### config.mk
export PLATFORM = sky130hd
export DESIGN_NAME = shift_add_multiplier_flat
export DESIGN_NICKNAME = d
export VERILOG_FILES = /design/src/rtl/shift_add_mul_pkg.sv /design/src/rtl/shift_add_multiplier_if.sv /design/src/rtl/shift_add_datapath.sv /design/src/rtl/shift_add_multiplier.sv /design/src/flat_wrapper.sv
export SDC_FILE = /design/constraint.sdc
export NUM_CORES = 1
export LEC_CHECK = 0
export CAP_MARGIN = 20
export CORE_ASPECT_RATIO = 0.7
export CORE_UTILIZATION = 55
export DETAILED_ROUTE_END_ITERATION = 12
export GPL_ROUTABILITY_DRIVEN = 1
export GPL_TIMING_DRIVEN = 0
export PLACE_DENSITY = 0.82
export SKIP_LAST_GASP = 1
export SLEW_MARGIN = 0
export SYNTH_ARGS = -nofsm -noshare
export SYNTH_HDL_FRONTEND = slang
export SYNTH_HIERARCHICAL = 1
export SYNTH_SLANG_ARGS = --single-unit
### constraint.sdc
create_clock -name clk -period 5.09 [get_ports clk]
set_input_delay 1.527 -clock clk [delete_from_list [all_inputs] [get_ports clk]]
set_output_delay 1.527 -clock clk [all_outputs]
set_load 0.02 [all_outputs]
### src/rtl/shift_add_mul_pkg.sv
// Shared definitions for the shift-and-add multiplier: FSM state encoding
// and the default operand width.
package shift_add_mul_pkg;

  localparam int DEFAULT_WIDTH = 4;

  typedef enum logic [1:0] {
    IDLE = 2'd0,
    RUN  = 2'd1,
    DONE = 2'd2
  } state_t;

endpackage

### src/rtl/shift_add_multiplier_if.sv
// Request/result bundle of the shift-and-add multiplier; the requester
// uses the master modport, the multiplier uses the slave modport.
interface shift_add_multiplier_if
  import shift_add_mul_pkg::*;
#(
  parameter int WIDTH = DEFAULT_WIDTH
);

  logic                 start;
  logic [WIDTH-1:0]     a;
  logic [WIDTH-1:0]     b;
  logic                 busy;
  logic                 done;
  logic [2*WIDTH-1:0]   product;

  modport master (
    output start, a, b,
    input  busy, done, product
  );

  modport slave (
    input  start, a, b,
    output busy, done, product
  );

endinterface

### src/rtl/shift_add_datapath.sv
// Conditional-add datapath: latched multiplicand plus the {upper, multiplier}
// shift register that accumulates the partial product one bit per step.
module shift_add_datapath
  import shift_add_mul_pkg::*;
#(
  parameter int WIDTH = DEFAULT_WIDTH
) (
  input  logic                 clk,
  input  logic                 rst,
  input  logic                 load_i,
  input  logic                 step_i,
  input  logic [WIDTH-1:0]     a_i,
  input  logic [WIDTH-1:0]     b_i,
  output logic [2*WIDTH-1:0]   nextProduct_o
);

  logic [WIDTH-1:0] multiplicand_q;
  logic [WIDTH-1:0] upper_q;
  logic [WIDTH-1:0] multiplier_q;
  logic [WIDTH-1:0] addend;
  logic [WIDTH:0]   sum;

  // The carry-out becomes the new MSB after the right shift, so the
  // shifted {carry, upper, multiplier} is just {sum, multiplier[W-1:1]}.
  always_comb begin
    addend        = multiplier_q[0] ? multiplicand_q : '0;
    sum           = {1'b0, upper_q} + {1'b0, addend};
    nextProduct_o = {sum, multiplier_q[WIDTH-1:1]};
  end

  always_ff @(posedge clk or posedge rst) begin
    if (rst) begin
      multiplicand_q <= '0;
      upper_q        <= '0;
      multiplier_q   <= '0;
    end else if (load_i) begin
      multiplicand_q <= a_i;
      upper_q        <= '0;
      multiplier_q   <= b_i;
    end else if (step_i) begin
      {upper_q, multiplier_q} <= nextProduct_o;
    end
  end

endmodule

### src/rtl/shift_add_multiplier.sv
// Sequential unsigned multiplier: IDLE/RUN/DONE control and iteration counter
// around shift_add_datapath. Optional macro MUL_ZERO_BYPASS_EN skips RUN for zero operands.
module shift_add_multiplier
  import shift_add_mul_pkg::*;
#(
  parameter int WIDTH = DEFAULT_WIDTH
) (
  input  logic                  clk,
  input  logic                  rst,
  shift_add_multiplier_if.slave bus
);

  localparam int CW = $clog2(WIDTH + 1);

  state_t               state_q, state_d;
  logic [CW-1:0]        count_q, count_d;
  logic [2*WIDTH-1:0]   product_q, product_d;
  logic [2*WIDTH-1:0]   nextProduct;
  logic                 load;
  logic                 step;
  logic                 zeroOp;

`ifdef MUL_ZERO_BYPASS_EN
  assign zeroOp = (bus.a == '0) || (bus.b == '0);
`else
  assign zeroOp = 1'b0;
`endif

  shift_add_datapath #(
    .WIDTH (WIDTH)
  ) u_datapath (
    .clk           (clk),
    .rst           (rst),
    .load_i        (load),
    .step_i        (step),
    .a_i           (bus.a),
    .b_i           (bus.b),
    .nextProduct_o (nextProduct)
  );

  // The product register captures the datapath's post-step value on the
  // final RUN edge so it is valid in the DONE cycle.
  always_comb begin
    state_d   = state_q;
    count_d   = count_q;
    product_d = product_q;
    load      = 1'b0;
    step      = 1'b0;
    unique case (state_q)
      IDLE, DONE: begin
        if (bus.start) begin
          if (zeroOp) begin
            state_d   = DONE;
            product_d = '0;
          end else begin
            state_d = RUN;
            load    = 1'b1;
            count_d = CW'(WIDTH);
          end
        end else begin
          state_d = IDLE;
        end
      end
      RUN: begin
        step    = 1'b1;
        count_d = count_q - CW'(1);
        if (count_q == CW'(1)) begin
          state_d   = DONE;
          product_d = nextProduct;
        end
      end
      default: state_d = IDLE;
    endcase
  end

  always_ff @(posedge clk or posedge rst) begin
    if (rst) begin
      state_q   <= IDLE;
      count_q   <= '0;
      product_q <= '0;
    end else begin
      state_q   <= state_d;
      count_q   <= count_d;
      product_q <= product_d;
    end
  end

  assign bus.busy    = (state_q == RUN);
  assign bus.done    = (state_q == DONE);
  assign bus.product = product_q;

endmodule

### src/flat_wrapper.sv
// flat-port wrapper written by rule: the top's interface ports become plain ports
module shift_add_multiplier_flat import shift_add_mul_pkg::*;
#(
  parameter int WIDTH = DEFAULT_WIDTH
)
  (clk, rst, bus_start, bus_a, bus_b, bus_busy, bus_done, bus_product);
  shift_add_multiplier_if #(.WIDTH(WIDTH)) bus_i ();
  input  logic clk;
  input  logic rst;
  input wire logic [$bits(bus_i.start)-1:0] bus_start;
  input wire logic [$bits(bus_i.a)-1:0] bus_a;
  input wire logic [$bits(bus_i.b)-1:0] bus_b;
  output wire logic [$bits(bus_i.busy)-1:0] bus_busy;
  output wire logic [$bits(bus_i.done)-1:0] bus_done;
  output wire logic [$bits(bus_i.product)-1:0] bus_product;
  assign bus_i.start = bus_start;
  assign bus_i.a = bus_a;
  assign bus_i.b = bus_b;
  assign bus_busy = bus_i.busy;
  assign bus_done = bus_i.done;
  assign bus_product = bus_i.product;
  shift_add_multiplier #(.WIDTH(WIDTH)) u_core (.clk(clk), .rst(rst), .bus(bus_i));
endmodule
Word-level counts from Yosys, hierarchy flattened:

Cells that the tools add are included.

* $add $sub $neg: 2
* multipliers: 0
* divide/modulo/power cells: 0
* magnitude comparators: 0
* eq/ne operators: 5
* shift operators: 0
* multiplexer cells: 13
* bitwise gates (word level): 0
* reductions and logical operators: 6

Operators with widths (number)
* 4-bit two-way mux: 5
* 3-bit case mux with 2 select lines: 1
* 4-bit by 4-bit adder with 5-bit output: 1
* 1-bit two-way mux: 4
* 2-bit case mux with 2 select lines: 1
* 2-bit AND reduction: 2
* 2-bit nonzero test: 2
* 3-bit by 1-bit equality test with 1-bit output (second input constant): 1
* 3-bit two-way mux: 1
* 3-bit by 1-bit subtractor with 3-bit output (second input constant): 1
* 2-bit by 1-bit equality test with 1-bit output (second input constant): 1
* 2-bit equality test (second input constant): 1
* 2-bit zero test: 1
* 2-bit two-way mux: 1
* 2-bit by 1-bit inequality test with 1-bit output (second input constant): 1
* 2-bit inequality test (second input constant): 1
* 2-bit OR reduction: 1

* register bits after elaboration: 25
* latch bits: 0
* memory bits (writable): 0
* bits in read-only memories: 0
* input port bits: 11
* logic and storage cells: 32
* memories: 0

Longest topological paths before layout:

Gate-level depths: netlist (run 1).

* depth after elaboration: 4
* depth in mapped cells: 8
* mapped depth without buffers: 8

Hierarchy:

Netlist (run 1), hierarchy kept.

Modules (own cells, without submodules)
* shift_add_datapath: times used 1, cells each 68, area an instance 694.4 um2
* shift_add_multiplier: times used 1, cells each 43, area an instance 563.0 um2

Worst setup path after synthesis (run 1):

OpenSTA, ideal clock, no wires.

* path kind: input port to flip-flop
* from: in bus_start
* to: reg u_core.u_datapath.upper_q[2]
* library setup time: 0.090 ns
* data arrival time: 2.245 ns
* required time: 5.000 ns
* slack: 2.755 ns
* stages on the path: 5
* path buffers: 1
* path through: nand2b_1 -> inv_1 -> buf_2 -> a2111o_1 -> o221ai_1

* word-level cells in the longest chain between the ends: 3
* elaborated cells on any way between the ends: 4
* those cells by class: mux (3); reduce/logical (1)

RTL lines
* start, declared: line flat_wrapper.sv:10 `input wire logic [$bits(bus_i.start)-1:0] bus_start;`
* 1-bit two-way mux *: line shift_add_multiplier.sv:51 `if (bus.start) begin`
* 1-bit two-way mux *: line shift_add_multiplier.sv:49 `unique case (state_q)`
* named net u_core.load: line shift_add_multiplier.sv:19 `logic load;`
* 4-bit two-way mux or 2-bit nonzero test (tied branches)
* end signal, assigned: line shift_add_datapath.sv:41 `{upper_q, multiplier_q} <= nextProduct_o;`
* end, declared: line shift_add_datapath.sv:18 `logic [WIDTH-1:0] upper_q;`

Mark *: on every way through the listed nets, which the timed path passes. The rest lies on a longest branch.
A chain may end at the register's enable or synchronous reset.

Worst setup path after layout (run 1):

* from: reg u_core.state_q[1]
* to: out bus_busy

* word-level cells in the longest chain between the ends: 1

RTL lines
* start, declared: line shift_add_multiplier.sv:15 `state_t state_q, state_d;`
* start signal, assigned: line shift_add_multiplier.sv:82 `state_q <= state_d;`
* 2-bit by 1-bit equality test with 1-bit output: line shift_add_multiplier.sv:88 `assign bus.busy = (state_q == RUN);`
* end, declared: line flat_wrapper.sv:13 `output wire logic [$bits(bus_i.busy)-1:0] bus_busy;`

Every way passes these cells.

==> reports/results.ini, run 1 <==
[route]
drtPass1Iterations = 4
wl_per_cell_um = 13.31
antenna_left = 0
num_vias = 842
vias_per_cell = 5.042
finalWirelength_um = 2223
drtIter0Drc = 20
drc = 0

[logic_synthesis]
synth_warnings = 6
ys_async_sr_fraction_pct = 100.0
netlist_area_sq_um = 1257
ys_seq_elements = 25
synth_top_area_share_pct = 49.75
synth_edf_count = 0
ys_types = 30
synthFlopType = dfrtp_1
syn_nets = 129
yosysSeqAreaShare_pct = 49.75
synth_top_cells_by_area = dfrtp_1, mux2_2, ha_1
netlist_instances = 111
synth_top_cell_by_area = dfrtp_1
synth_area_per_cell_sq_um = 11.33

[sta]
rsz0062_at_grt = no
clock_skew_ps = 0.7791
relSlewSlack_pct = 67.57
tightestPinTransition_ps = 486.0
setup_tns_ps = 0
fmax_ghz = 0.3026
finalHoldViolCount = 0
finalCritPeriodShare_pct = 64.92
finalCriticalPeriod_ps = 3304
final_max_slew_viol_count = 0
setup_viol = 0

[die]
coreArea_sq_um = 2155
boundaryPins = 21
die_width_um = 59.15
die_height_um = 42.01
initial_core_util_pct = 58.36
dieArea_sq_um = 2485
rows = 14

[power_and_ir_drop]
p_per_area_nw_per_um2 = 603.4
ir_drop_v = 0.0003689
power_leakage_nw = 0.7320
total_power_mw = 0.9203

[cells_and_area]
insertedDiodeCount = 0
layout-drive-gt1-share_pct = 15.56
mostFrequentLayoutCell = dfrtp_1
final_nets = 154
final_cell_mix = dfrtp_1, clkdlybuf4s50_1, inv_1
fillCellCount = 179
area.growth.synth_to_final_pct = 21.29

[cts]
clk_path_buf_depth = 2
clk_latency_ps = 310
root_buffer = clkbuf_4
cts.sinks = 25
path_clk_slew_ps = 130
cts_tree = built
postCtsSetupBuffers = 0
cts_resized = 0
postCtsHoldBufs = 0
htreeDepth = 1
cts_inserted_buffers = 3

[hold_path]
min_path_cells = 1
min_path_type = flop to flop

[worst_setup_path]
crit_fanout = 7
required_ps = 3560
path_class = flop to output port
ff2ff_path_depth = 7
arrival_ps = 1780
start_kind = flop
endpoint_kind = output port

[global_routing]
grt_pass1_vias = 872
grt_max_degree = 15
use_met3_pct = 6.790
grt_pass1_wl_um = 3946
met2_usage_pct = 34.09
busiest_layer = met2
met1_usage_pct = 31.03
grt_usage_pct = 21.77
antenna_found_initial = 0
overflow = 0

[outcome]
status = finished clean

[job]
max_cap_violations = 0

[placement]
place_congestion = 0.8520
io_buffers = 20
hpwl_um = 1764

-- kinds of logic (layout without fill, tap and decap cells) --
family	Yosys count	count (layout)	synth area share, %
flops	25	25	49.75
compound gates	14	14	6.865
simple gates	26	26	11.54
buf+inv	19	43	7.462
xor+xnor	3	3	2.090
fa+ha+maj	7	7	7.562
mux	17	17	14.73
-- registers in the layout, indices dropped and copies added (netlist names) --
register                          flops
u_core/state_q                        2
u_core/u_datapath/multiplier_q        4
u_core/u_datapath/multiplicand_q      4
u_core/count_q                        3
u_core/bus.product                    8
u_core/u_datapath/upper_q             4
-- critical path, stage by stage, from the launching register on --
cell and delay, ps:
dfrtp_1 410, nand2b_2 250, inv_1 170, clkdlybuf4s50_1 630
-- synthesized netlist by cell type (all sizes together), types with 3 or more instances --
| library cell | n |
|---|---|
| and2 | 3 |
| o21ai | 8 |
| buf | 7 |
| mux2i | 5 |
| dfrtp | 25 |
| nand2 | 7 |
| nor2 | 3 |
| nand3 | 3 |
| ha | 6 |
| nand2b | 3 |
| inv | 12 |
| mux2 | 12 |
-- layer usage --
layer	wire [um]	vias up
li1	-	415
met1	1096	409
met2	1029	16
met3	89	2
met4	7	0
met5	0	-
-- stage by stage --
stage	std cells	util, %	hold slack (ps)	worst slack (ps)	area [sq um]
floorplan	111	-	448.9	2755	1257
global placement	163	69.51	462.0	2182	1498
detailed placement	163	69.51	471.6	2140	1498
CTS	167	70.79	502.1	1765	1525
global route	167	70.79	513.4	1665	1525
finish	167	70.79	495.3	1786	1525
-- path summary, 6_finish.rpt --
kind	endpoint	from	slack (ps)
max	bus_busy	u_core/state_q[1]	1790
min	u_core/u_datapath/multiplicand_q[0]	u_core/u_datapath/multiplicand_q[0]	500
max reg2reg	u_core/u_datapath/upper_q[3]	u_core/u_datapath/multiplier_q[0]	3330
min reg2reg	u_core/u_datapath/multiplicand_q[0]	u_core/u_datapath/multiplicand_q[0]	500
max in group asynchronous	u_core/bus.product[3]	rst	3220
min in group asynchronous	u_core/u_datapath/multiplier_q[2]	rst	1530
-- where the power goes --
part | total [mW] | switching, mW | leakage (nW) | internal, mW
sequential | 0.354 | 0.0612 | 0.309 | 0.292
combinational | 0.480 | 0.236 | 0.406 | 0.243
clock | 0.0871 | 0.0577 | 0.0177 | 0.0294
total | 0.920 | 0.355 | 0.732 | 0.565
-- layout make-up --
type	instances	area, sq um	share of cell area, %
Sequential cell	25	625.6	41.02
Multi-Input combinational cell	67	538.0	35.27
Timing Repair Buffer	20	200.2	13.13
Buffer	7	48.80	3.199
Inverter	12	45.04	2.953
Tap cell	32	40.04	2.625
Clock buffer	3	22.52	1.477
Clock inverter	1	5.005	0.3281
(Power assumes the default switching activity.)
==> run 2, diff against run 1 <==
--- a/config.mk
+++ b/config.mk
@@ -7,11 +7,11 @@
 export LEC_CHECK = 0
 export CAP_MARGIN = 20
 export CORE_ASPECT_RATIO = 0.7
-export CORE_UTILIZATION = 55
+export CORE_UTILIZATION = 51
 export DETAILED_ROUTE_END_ITERATION = 12
 export GPL_ROUTABILITY_DRIVEN = 1
 export GPL_TIMING_DRIVEN = 0
-export PLACE_DENSITY = 0.82
+export PLACE_DENSITY = 0.77
 export SKIP_LAST_GASP = 1
 export SLEW_MARGIN = 0
 export SYNTH_ARGS = -nofsm -noshare
==> constraint.sdc (replaced) <==
create_clock -name clk -period 3.45 [get_ports clk]
set_input_delay 1.035 -clock clk [delete_from_list [all_inputs] [get_ports clk]]
set_output_delay 1.035 -clock clk [all_outputs]
set_load 0.02 [all_outputs]
==> reports/results.ini, run 2 (synthesis results as in run 1) <==
[power_and_ir_drop]
power_frac_seq_pct = 38.4
ir_drop_v = 0.0004886
total_power_mw = 1.359
p_sw_share_pct = 38.47
pwr-share-comb_pct = 51.9
p_int_mw = 0.8361
switching_power_mw = 0.5227
p_per_area_nw_per_um2 = 891.6
power_leakage_nw = 0.7293
clkPwrFrac_pct = 9.7

[cells_and_area]
final_cell_mix = dfrtp_1, clkdlybuf4s50_1, inv_1
finalInstanceArea_sq_um = 1524
layout-drive-gt1-share_pct = 14.81
post-route-util_pct = 67.97
final_nets = 154
multi_input_area_sq_um = 538.0
fillCellCount = 209
seq_area_sq_um = 625.6
mostFrequentLayoutCell = dfrtp_1
insertedDiodeCount = 0
area.growth.synth_to_final_pct = 21.19
largest_reg_flops = 8

[cts]
cts_inserted_buffers = 3
clk_latency_ps = 320
path_clk_slew_ps = 130
postCtsHoldBufs = 0
cts.sinks = 25
htreeDepth = 1
clk_path_buf_depth = 2
cts_tree = built
cts_resized = 0
postCtsSetupBuffers = 0
root_buffer = clkbuf_4

[sta]
clock_skew_ps = 4.800
relSlewSlack_pct = 66.87
rsz0062_at_grt = no
finalCriticalPeriod_ps = 2788
setup_tns_ps = 0
tightestPinTransition_ps = 496.5
fmax_ghz = 0.3587
finalCritPeriodShare_pct = 80.81
final_max_slew_viol_count = 0
hold_ws_ps = 495.1
finalHoldViolCount = 0
setup_viol = 0

[route]
drc = 0
num_vias = 848
wl_per_cell_um = 13.41
vias_per_cell = 5.078
finalWirelength_um = 2239
drtPass1Iterations = 4
drtIter0Drc = 21
antenna_left = 0

[global_routing]
grt_usage_pct = 21.01
antenna_found_initial = 0
grt_pass1_vias = 893
grt_pass1_wl_um = 3953
overflow = 0
grt_max_degree = 14

[hold_path]
min_path_cells = 1
min_path_type = flop to flop
hp-start = u_core/u_datapath/multiplicand_q[0]

[worst_setup_path]
cp_slowest_cell = clkdlybuf4s50_1
startpoint = u_core/state_q[1]
cp.depth = 3
arrival_ps = 1750
cp_cell_sequence = nand2b_2 -> inv_1 -> clkdlybuf4s50_1
start_kind = flop
critical_path.n_buffers_inverters = 2
path_class = flop to output port
cp_slowest_stage_delay_ps = 630
r2r_start = u_core/u_datapath/multiplier_q[0]
endpoint_kind = output port
required_ps = 2410
path_delay_family = buffers and inverters
ff2ff_path_depth = 7
crit_fanout = 7

[die]
dieArea_sq_um = 2671
rows = 14
coreArea_sq_um = 2242
die_height_um = 43.55
boundaryPins = 21
die_width_um = 61.35
initial_core_util_pct = 56.08

[placement]
hpwl_um = 1755
place_congestion = 0.7804
place_area_sq_um = 1498
io_buffers = 20

[outcome]
status = finished clean

[job]
max_cap_violations = 0

==> run 2: power groups by stage <==
stage	Sequential, mW	Combinational, mW	Clock (mW)
after CTS	0.524	0.710	0.137
after global placement	0.523	0.680	0
final	0.522	0.705	0.132
after floorplan	0.559	0.448	0
after detailed placement	0.531	0.705	0
after global routing	0.544	0.772	0.155
==> run 2: worst paths after layout <==
path                                                        to  slack (ps)
setup / recovery                                      bus_busy         660
hold / removal             u_core/u_datapath/multiplicand_q[0]         500
setup reg to reg                  u_core/u_datapath/upper_q[3]        1630
hold reg to reg            u_core/u_datapath/multiplicand_q[0]         500
max in group asynchronous                u_core/bus.product[6]        2060
min in group asynchronous    u_core/u_datapath/multiplier_q[3]        1040
==> run 2: layout make-up <==
type | count | share of cell area [%]
Clock buffer | 4 | 1.724
Multi-Input combinational cell | 67 | 35.30
Timing Repair Buffer | 20 | 13.14
Tap cell | 32 | 2.627
Sequential cell | 25 | 41.05
Inverter | 12 | 2.956
Buffer | 7 | 3.202
==> run 2: through the flow <==
| stage | setup WS (ps) | std cells |
|---|---|---|
| floorplan | 1607 | 111 |
| global placement | 1027 | 163 |
| CTS | 646.2 | 167 |
| detailed placement | 1023 | 163 |
| finish | 662.2 | 167 |
| global route | 573.1 | 167 |
==> run 2: layer usage <==
metal	up-vias	GRT usage, %	part of all wire [%]
li1	415	-	-
met1	407	26.42	46
met2	22	35.22	47
met3	4	6.866	5.4
met4	0	5.333	1.1
met5	-	0	0
==> run 3, diff against run 2 <==
--- a/config.mk
+++ b/config.mk
@@ -7,11 +7,11 @@
 export LEC_CHECK = 0
 export CAP_MARGIN = 20
 export CORE_ASPECT_RATIO = 0.7
-export CORE_UTILIZATION = 51
+export CORE_UTILIZATION = 46
 export DETAILED_ROUTE_END_ITERATION = 12
 export GPL_ROUTABILITY_DRIVEN = 1
 export GPL_TIMING_DRIVEN = 0
-export PLACE_DENSITY = 0.77
+export PLACE_DENSITY = 0.73
 export SKIP_LAST_GASP = 1
 export SLEW_MARGIN = 0
 export SYNTH_ARGS = -nofsm -noshare
==> constraint.sdc (replaced) <==
create_clock -name clk -period 2.4 [get_ports clk]
set_input_delay 0.72 -clock clk [delete_from_list [all_inputs] [get_ports clk]]
set_output_delay 0.72 -clock clk [all_outputs]
set_load 0.02 [all_outputs]
==> reports/results.ini, run 3 (synthesis results as in run 1) <==
[outcome]
status = finished clean

[hold_path]
hp-start = u_core/u_datapath/multiplicand_q[3]
min_path_type = flop to flop

[sta]
fin_ws_ps = 170.2
finalCritPeriodShare_pct = 92.91
tightestPinTransition_ps = 512.9
fmax_ghz = 0.4485
setup_viol = 0
clock_skew_ps = 2.624
hold_ws_ps = 486.6
relSlewSlack_pct = 65.77
finalHoldViolCount = 0
rsz0062_at_grt = no
final_max_slew_viol_count = 0
finalCriticalPeriod_ps = 2230
setup_tns_ps = 0

[worst_setup_path]
crit_fanout = 5
cp_slowest_stage_delay_ps = 590
r2r_start = u_core/u_datapath/multiplier_q[0]
rrSetupSlack_ps = 620
path_class = flop to output port
required_ps = 1680
r2r-end = u_core/u_datapath/upper_q[3]
startpoint = u_core/state_q[0]
worstSetupEndpoint = bus_done
cp_slowest_cell = clkdlybuf4s50_1
endpoint_kind = output port
start_kind = flop
arrival_ps = 1510
cp_cell_sequence = and2b_1 -> clkdlybuf4s50_1
ff2ff_path_depth = 7

[die]
die_height_um = 45.75
coreArea_sq_um = 2534
rows = 15
dieArea_sq_um = 2950
initial_core_util_pct = 49.63
boundaryPins = 21
die_width_um = 64.49

[power_and_ir_drop]
total_power_mw = 1.989
p_sw_share_pct = 37.34
clkPwrFrac_pct = 12.4
power_frac_seq_pct = 37.7
pwr-share-comb_pct = 49.9
ir_drop_v = 0.0006380
switching_power_mw = 0.7427
p_int_mw = 1.247
power_leakage_nw = 0.7404
p_per_area_nw_per_um2 = 1287

[cells_and_area]
area.growth.synth_to_final_pct = 22.89
mostFrequentLayoutCell = dfrtp_1
largest_reg_flops = 8
insertedDiodeCount = 0
finalInstanceArea_sq_um = 1545
multi_input_area_sq_um = 538.0
instances_no_fill = 169
fillCellCount = 213
final_cell_mix = dfrtp_1, clkdlybuf4s50_1, inv_1
seq_area_sq_um = 625.6
layout-drive-gt1-share_pct = 15.56
final_nets = 154
post-route-util_pct = 60.99

[global_routing]
overflow = 0
grt_max_degree = 15
grt_usage_pct = 16.82
grt_pass1_wl_um = 3615
grt_pass1_vias = 825
antenna_found_initial = 0

[cts]
htreeDepth = 1
cts_inserted_buffers = 3
cts_tree = built
path_clk_slew_ps = 80
root_buffer = clkbuf_8
clk_latency_ps = 270
cts.sinks = 25
postCtsSetupBuffers = 0
clk_path_buf_depth = 2

[route]
drtPass1Iterations = 4
drc = 0
wl_per_cell_um = 12.47
drtIter0Drc = 34
vias_per_cell = 4.988
antenna_left = 0
num_vias = 843
finalWirelength_um = 2108

[placement]
hpwl_um = 1611
place_area_sq_um = 1500
place_congestion = 0.8103
io_buffers = 20
place_inst = 165
dp_slack_ps = 296.5

[job]
max_cap_violations = 0

## run 3: cell count changes in the layout (fill, tap and decap cells not counted)
| cell | change |
|---|---|
| dlygate4sd2_1 | +1 |
| clkinv_2 | +1 |
| clkbuf_4 | -3 |
| clkdlybuf4s50_1 | -1 |
| clkbuf_1 | -1 |
| clkbuf_8 | +3 |
## run 3: worst max-delay path: cells and delay by family (launching register included)
| family | cells | cell delay [ps] |
|---|---|---|
| flip-flops | 1 | 440 |
| buffers and inverters | 1 | 590 |
| AND/OR/NAND/NOR | 1 | 210 |
## run 3: repair_timing
item	CTS	global route
gates resized for setup	1	0
hold buffers	0	0
endpoints found under the setup margin	1	0
## run 3: worst min path at each step
stage	endpoint	slack, ps	depth (start not counted)
CTS	u_core/u_datapath/multiplicand_q[3]	490	1
global placement	u_core/u_datapath/multiplicand_q[0]	460	1
finish	u_core/u_datapath/multiplicand_q[3]	490	1
floorplan	u_core/u_datapath/multiplicand_q[0]	450	1
detailed placement	u_core/u_datapath/multiplicand_q[3]	470	1
global route	u_core/u_datapath/multiplicand_q[0]	510	1
## run 3: power groups by stage
stage	combinational, mW	sequential [mW]	clock (mW)
after floorplan	0.643	0.803	0
after global placement	0.979	0.748	0
after detailed placement	1.01	0.760	0
after CTS	1.01	0.753	0.254
after global routing	1.11	0.781	0.270
final	0.993	0.750	0.247
## run 3: layout make-up
type	instances	share of cell area [%]
flip-flops and latches	25	40.49
multi-input cells	67	34.82
repair buffers	20	12.87
plain buffers	7	3.158
inverters	12	2.915
well taps	34	2.753
clock buffers	3	2.672
clock inverters	1	0.3239
## run 3: per-layer routing
| layer | track usage, % | routed length (um) | vias to the layer above |
|---|---|---|---|
| met5 | 0 | 0 | - |
| met4 | 4.000 | 13 | 0 |
| met3 | 4.500 | 73 | 2 |
| met2 | 29.05 | 1029 | 18 |
| met1 | 21.50 | 991 | 409 |
| li1 | - | - | 414 |
